## src/rtl/mips_pkg.sv

```systemverilog
// Shared constants and control-field types for the 5-stage MIPS pipeline latches.
package mips_pkg;
  localparam int DATA_W     = 32;
  localparam int REG_ADDR_W = 5;

  localparam int WB_REGWRITE = 1;
  localparam int WB_MEMTOREG = 0;

  localparam int M_BRANCH   = 2;
  localparam int M_MEMREAD  = 1;
  localparam int M_MEMWRITE = 0;

  typedef logic [1:0] ctl_wb_t;
  typedef logic [2:0] ctl_m_t;
endpackage

```

## src/rtl/ex_mem_latch_if.sv

```systemverilog
// EX-to-MEM bundle: EX-stage results and hazard controls in, registered MEM-stage view out.
interface ex_mem_latch_if
  import mips_pkg::*;
#(
  parameter int DW = mips_pkg::DATA_W,
  parameter int RW = mips_pkg::REG_ADDR_W
);
  logic          stall;
  logic          flush;
  ctl_wb_t       ctlwb_in;
  ctl_m_t        ctlm_in;
  logic [DW-1:0] add_result_in;
  logic          alu_zero_in;
  logic [DW-1:0] alu_result_in;
  logic [DW-1:0] rdata2_in;
  logic [RW-1:0] dest_reg_in;
  logic          valid_in;

  ctl_wb_t       ctlwb_out;
  logic          branch_out;
  logic          memread_out;
  logic          memwrite_out;
  logic [DW-1:0] add_result_out;
  logic          alu_zero_out;
  logic [DW-1:0] alu_result_out;
  logic [DW-1:0] rdata2_out;
  logic [RW-1:0] dest_reg_out;
  logic          valid_out;
  logic          pcsrc_out;

  modport master (
    output stall, flush, ctlwb_in, ctlm_in, add_result_in, alu_zero_in,
           alu_result_in, rdata2_in, dest_reg_in, valid_in,
    input  ctlwb_out, branch_out, memread_out, memwrite_out, add_result_out,
           alu_zero_out, alu_result_out, rdata2_out, dest_reg_out, valid_out,
           pcsrc_out
  );

  modport slave (
    input  stall, flush, ctlwb_in, ctlm_in, add_result_in, alu_zero_in,
           alu_result_in, rdata2_in, dest_reg_in, valid_in,
    output ctlwb_out, branch_out, memread_out, memwrite_out, add_result_out,
           alu_zero_out, alu_result_out, rdata2_out, dest_reg_out, valid_out,
           pcsrc_out
  );
endinterface

```

## src/rtl/pipe_field_reg.sv

```systemverilog
// Generic pipeline field register: sync reset, sync clear, load enable. Clear beats load.
module pipe_field_reg #(
  parameter int W = 8
) (
  input  logic         clk,
  input  logic         rst,
  input  logic         load,
  input  logic         clear,
  input  logic [W-1:0] d,
  output logic [W-1:0] q
);
  always_ff @(posedge clk) begin
    if (rst || clear) q <= '0;
    else if (load)    q <= d;
  end
endmodule

```

## src/rtl/ex_mem_latch.sv

```systemverilog
// EX/MEM pipeline register with stall/flush and a registered-only branch-taken decision.
module ex_mem_latch #(
  parameter int DATA_W     = mips_pkg::DATA_W,
  parameter int REG_ADDR_W = mips_pkg::REG_ADDR_W
) (
  input  logic         clk,
  input  logic         rst,
  ex_mem_latch_if.slave bus
);
  import mips_pkg::ctl_m_t;
  import mips_pkg::ctl_wb_t;
  import mips_pkg::M_BRANCH;
  import mips_pkg::M_MEMREAD;
  import mips_pkg::M_MEMWRITE;

  localparam int CW = 6;
  localparam int DW = 3 * DATA_W + 1 + REG_ADDR_W;

  logic          load;
  logic [CW-1:0] ctl_d;
  logic [CW-1:0] ctl_q;
  logic [DW-1:0] dat_d;
  logic [DW-1:0] dat_q;
  ctl_wb_t       wb_q;
  ctl_m_t        m_q;
  logic          valid_q;

  // Flush must still take effect under stall, so it forces the load.
  assign load  = ~bus.stall | bus.flush;
  // An invalid slot carries no side effects: its controls are squashed at capture.
  assign ctl_d = bus.valid_in ? {bus.ctlwb_in, bus.ctlm_in, 1'b1} : '0;
  assign dat_d = {bus.add_result_in, bus.alu_zero_in, bus.alu_result_in,
                  bus.rdata2_in, bus.dest_reg_in};

  pipe_field_reg #(.W(CW)) u_ctl (
    .clk   (clk),
    .rst   (rst),
    .load  (load),
    .clear (bus.flush),
    .d     (ctl_d),
    .q     (ctl_q)
  );

  pipe_field_reg #(.W(DW)) u_dat (
    .clk   (clk),
    .rst   (rst),
    .load  (load),
    .clear (1'b0),
    .d     (dat_d),
    .q     (dat_q)
  );

  assign {wb_q, m_q, valid_q} = ctl_q;

  assign bus.ctlwb_out    = wb_q;
  assign bus.branch_out   = m_q[M_BRANCH];
  assign bus.memread_out  = m_q[M_MEMREAD];
  assign bus.memwrite_out = m_q[M_MEMWRITE];
  assign bus.valid_out    = valid_q;

  assign {bus.add_result_out, bus.alu_zero_out, bus.alu_result_out,
          bus.rdata2_out, bus.dest_reg_out} = dat_q;

  assign bus.pcsrc_out = m_q[M_BRANCH] & bus.alu_zero_out & valid_q;
endmodule

```

## src/flat_wrapper.sv

```systemverilog
// flat-port wrapper written by rule: the top's interface ports become plain ports
module ex_mem_latch_flat import mips_pkg::ctl_m_t; import mips_pkg::ctl_wb_t; import mips_pkg::M_BRANCH; import mips_pkg::M_MEMREAD; import mips_pkg::M_MEMWRITE;
#(
  parameter int DATA_W     = mips_pkg::DATA_W,
  parameter int REG_ADDR_W = mips_pkg::REG_ADDR_W
)
  (clk, rst, bus_stall, bus_flush, bus_ctlwb_in, bus_ctlm_in, bus_add_result_in, bus_alu_zero_in, bus_alu_result_in, bus_rdata2_in, bus_dest_reg_in, bus_valid_in, bus_ctlwb_out, bus_branch_out, bus_memread_out, bus_memwrite_out, bus_add_result_out, bus_alu_zero_out, bus_alu_result_out, bus_rdata2_out, bus_dest_reg_out, bus_valid_out, bus_pcsrc_out);
  ex_mem_latch_if bus_i ();
  input  logic clk;
  input  logic rst;
  input wire logic [$bits(bus_i.stall)-1:0] bus_stall;
  input wire logic [$bits(bus_i.flush)-1:0] bus_flush;
  input wire logic [$bits(bus_i.ctlwb_in)-1:0] bus_ctlwb_in;
  input wire logic [$bits(bus_i.ctlm_in)-1:0] bus_ctlm_in;
  input wire logic [$bits(bus_i.add_result_in)-1:0] bus_add_result_in;
  input wire logic [$bits(bus_i.alu_zero_in)-1:0] bus_alu_zero_in;
  input wire logic [$bits(bus_i.alu_result_in)-1:0] bus_alu_result_in;
  input wire logic [$bits(bus_i.rdata2_in)-1:0] bus_rdata2_in;
  input wire logic [$bits(bus_i.dest_reg_in)-1:0] bus_dest_reg_in;
  input wire logic [$bits(bus_i.valid_in)-1:0] bus_valid_in;
  output wire logic [$bits(bus_i.ctlwb_out)-1:0] bus_ctlwb_out;
  output wire logic [$bits(bus_i.branch_out)-1:0] bus_branch_out;
  output wire logic [$bits(bus_i.memread_out)-1:0] bus_memread_out;
  output wire logic [$bits(bus_i.memwrite_out)-1:0] bus_memwrite_out;
  output wire logic [$bits(bus_i.add_result_out)-1:0] bus_add_result_out;
  output wire logic [$bits(bus_i.alu_zero_out)-1:0] bus_alu_zero_out;
  output wire logic [$bits(bus_i.alu_result_out)-1:0] bus_alu_result_out;
  output wire logic [$bits(bus_i.rdata2_out)-1:0] bus_rdata2_out;
  output wire logic [$bits(bus_i.dest_reg_out)-1:0] bus_dest_reg_out;
  output wire logic [$bits(bus_i.valid_out)-1:0] bus_valid_out;
  output wire logic [$bits(bus_i.pcsrc_out)-1:0] bus_pcsrc_out;
  assign bus_i.stall = bus_stall;
  assign bus_i.flush = bus_flush;
  assign bus_i.ctlwb_in = bus_ctlwb_in;
  assign bus_i.ctlm_in = bus_ctlm_in;
  assign bus_i.add_result_in = bus_add_result_in;
  assign bus_i.alu_zero_in = bus_alu_zero_in;
  assign bus_i.alu_result_in = bus_alu_result_in;
  assign bus_i.rdata2_in = bus_rdata2_in;
  assign bus_i.dest_reg_in = bus_dest_reg_in;
  assign bus_i.valid_in = bus_valid_in;
  assign bus_ctlwb_out = bus_i.ctlwb_out;
  assign bus_branch_out = bus_i.branch_out;
  assign bus_memread_out = bus_i.memread_out;
  assign bus_memwrite_out = bus_i.memwrite_out;
  assign bus_add_result_out = bus_i.add_result_out;
  assign bus_alu_zero_out = bus_i.alu_zero_out;
  assign bus_alu_result_out = bus_i.alu_result_out;
  assign bus_rdata2_out = bus_i.rdata2_out;
  assign bus_dest_reg_out = bus_i.dest_reg_out;
  assign bus_valid_out = bus_i.valid_out;
  assign bus_pcsrc_out = bus_i.pcsrc_out;
  ex_mem_latch #(.DATA_W(DATA_W), .REG_ADDR_W(REG_ADDR_W)) u_core (.clk(clk), .rst(rst), .bus(bus_i));
endmodule
```

## config.mk

```make
export PLATFORM = sky130hd
export DESIGN_NAME = ex_mem_latch_flat
export DESIGN_NICKNAME = d
export VERILOG_FILES = /design/src/rtl/mips_pkg.sv /design/src/rtl/ex_mem_latch_if.sv /design/src/rtl/pipe_field_reg.sv /design/src/rtl/ex_mem_latch.sv /design/src/flat_wrapper.sv
export SDC_FILE = /design/constraint.sdc
export NUM_CORES = 1
export LEC_CHECK = 0
export CAP_MARGIN = 30
export CORE_AREA = 3 3 105 107
export DETAILED_ROUTE_END_ITERATION = 6
export DIE_AREA = 0 0 108 110
export PLACE_DENSITY = 0.78
export REMOVE_ABC_BUFFERS = 1
export SYNTH_ARGS = -nofsm -noshare
export SYNTH_HDL_FRONTEND = slang
export SYNTH_SLANG_ARGS = --single-unit
```

## constraint.sdc

```tcl
create_clock -name clk -period 1.3 [get_ports clk]
set_clock_uncertainty 0.1 [all_clocks]
set_input_delay 0.26 -clock clk [delete_from_list [all_inputs] [get_ports clk]]
set_output_delay 0.26 -clock clk [all_outputs]
set_load 0.005 [all_outputs]
```

==> flow_metrics.tcl <==
set metrics [dict create \
    status "complete, but fails checks" \
    failed_checks "setup timing" \
    grt_pass1_wl_um 17610 \
    final_nets 805 \
    wl_per_cell_um 14.07 \
    clock_sinks 108 \
    maxCapViolations 0 \
    p_per_area_nw_per_um2 1111 \
    worstSkewPairLatency_ns 0.35 \
    use_met2 0.3375 \
    synth_warnings 0 \
    coreArea_um2 10230 \
    worstPathArrival_ns 0.98 \
    antenna_found_initial 0 \
    drtIter0Drc 228 \
    grt_use_total 0.1839 \
    cts_buffers 9 \
    clock.fmax_mhz 746.4 \
    intPower_mw 5.167 \
    drive_gt1_frac 0.3625 \
    p_leak_nw 2.724 \
    rsz0062_at_grt "yes" \
    critical_path_buf_inv_count 1 \
    crit_family "flip-flops" \
    crit_fanout 2 \
    synth.avg_cell_area_um2 8.063 \
    synth_top_area_share 0.5754 \
    timing.final.crit_share 1.031 \
    holdWs_ns 0.05621 \
    grt_start_max_net_pins 61 \
    syn2layout_area_growth_pct 64.30 \
    placed_area_um2 6076 \
    die_h_um 110 \
    postRouteAntennaNets 0 \
    routed_via_density 4.637 \
    tns_ns -0.03977 \
    p_seq_frac 0.531 \
    hold_class "in2reg" \
    report.final.slew_viol_count 0 \
    ctsHoldBuffers 0 \
    synth_commonest_cells "nand2_1, dfxtp_1, a21oi_1, buf_2, clkbuf_1" \
    dieWidth_um 108 \
    gr-usage-met1 0.2039 \
    dr.pass1.iters 4 \
    floorplan.rows 37 \
    cts_tree "yes" \
    post-synth-top-count-cell "nand2_1" \
    met3_usage 0.05824 \
    htree_num_levels 3 \
    start_kind "register" \
    filler_cell_count 922 \
    synth.cell_area_um2 3757 \
    power.share.clock 0.307 \
    initial_core_util 0.3672 \
    wirelength_um 11730 \
    synthFlopType "dfxtp_1" \
    vias 3867 \
    hold_violations 0 \
    synth_seq_area_share 0.5754 \
    yosysTopAreaCell "dfxtp_1" \
    final_util 0.6034 \
    layout_setup_ws_ns -0.03977 \
    grt-busiest-layer "met2" \
    switching_share 0.2469 \
    worstMarginPinSlew_ns 0.3868 \
    cpMaxStageDelayCell "dfxtp_2" \
    synthTopCellsByArea "dfxtp_1, nand2_1, a21oi_1" \
    die_area_um2 11880 \
    place_congestion 0.7712 \
    synth_cell_types 14 \
    antenna_cells 0 \
    clock_path_buffers 2 \
    setup_viol 1 \
    ys_ff_latch 108 \
    drcViolationCount 0 \
    min_period_ns 1.340 \
    io_pins 221 \
    path_cells "and3_1 -> buf_2" \
    syn_inst 466 \
    slew_headroom 0.7416 \
    p_sw_mw 1.694 \
    hpwl_um 8420 \
    grt_pass1_vias 3714 \
    worstPathRequired_ns 0.94 \
    ctsRootBufferMaster "clkbuf_8" \
    cpPeakStageDelay_ns 0.33 \
    critPathKind "reg2out" \
    grt-ovfl-total 0 \
    synth-edff-count 0 \
    p_comb_frac 0.162 \
    clk_pin_slew_ns 0.11 \
    port-buffer-count 220 \
    crit_path_end_kind "output pin" \
    max-vdd-ir-drop_mv 0.7260 \
    fin_area_um2 6173 \
    ys_async_sr_fraction 0 \
]
==> power by group through the flow <==
stage | combinational (mW) | clock [mW] | sequential, mW
final | 1.11 | 2.11 | 3.64
after floorplan | 0.288 | 0 | 3.70
after CTS | 1.15 | 2.18 | 3.64
after detailed placement | 1.22 | 0 | 3.68
after global placement | 1.20 | 0 | 3.67
after global routing | 1.22 | 2.33 | 3.67
==> path summary, 6_finish.rpt <==
kind	from	endpoint	slack, ns	cells after the start
hold reg to reg	u_core.u_dat.q[63]$_SDFFE_PP0P_	u_core.u_dat.q[63]$_SDFFE_PP0P_	0.35	2
hold / removal	rst	u_core.u_dat.q[88]$_SDFFE_PP0P_	0.06	2
setup / recovery	u_core.u_dat.q[69]$_SDFFE_PP0P_	bus_pcsrc_out	-0.04	2
setup reg to reg	u_core.u_dat.q[7]$_SDFFE_PP0P_	u_core.u_dat.q[7]$_SDFFE_PP0P_	0.40	4
==> metrics by stage <==
step | cells | power [mW] | setup WS [ns]
2_1_floorplan | 431 | 3.984 | -1.212
6_report | 834 | 6.862 | -0.03977
5_1_grt | 834 | 7.215 | -0.08971
3_5_place_dp | 800 | 4.902 | -0.3989
3_3_place_gp | 800 | 4.869 | -0.3612
4_1_cts | 822 | 6.968 | -0.06200
==> registers in the layout (all words and copies together) (netlist names) <==
name and cells:
u_core.u_ctl.q 6, u_core.u_dat.q 102
==> repair_timing <==
item | 4_1_cts | 5_1_grt
pin swaps | 0 | 0
resized for setup | 329 | 110
endpoints found under the setup margin | 111 | 109
setup buffers | 6 | 11
cloned | 0 | 1
==> cells by family (layout without fill, tap and decap cells) <==
| kind of cell | Yosys count | count (layout) | synth area share |
|---|---|---|---|
| flops | 108 | 108 | 0.5754 |
| simple gates | 215 | 215 | 0.2185 |
| compound gates | 108 | 108 | 0.1472 |
| buf+inv | 35 | 267 | 0.05894 |
==> layer usage <==
layer,up-vias,routed length [um],part of all wire
li1,1938,-,-
met1,1779,4545,0.39
met2,131,6160,0.53
met3,19,824,0.070
met4,0,202,0.017
met5,-,0,0
==> worst reg2reg max path: stages, from the launching register on <==
cell and delay (ns):
dfxtp_2 0.34, buf_4 0.13, buf_4 0.12, nand2_1 0.05, a21oi_1 0.06
==> cell usage in the layout, fill, tap and decap left out, types with 7 or more instances in the layout <==
cell type	count
buf_4	26
dfxtp_2	103
clkbuf_8	10
clkdlybuf4s15_1	15
clkdlybuf4s50_1	109
buf_2	13
clkbuf_2	72
a21oi_1	97
clkdlybuf4s15_2	7
nand2_1	204
==> cell type report <==
type	count	area, um^2	area share
clock inverter	5	67.56	0.01094
sequential	108	2291	0.3711
clock buffer	11	141.4	0.02290
tap	136	170.2	0.02756
multi-input combinational	323	1406	0.2278
timing repair buffer	251	2097	0.3397
Note: power is estimated with default switching activity, not from simulation.
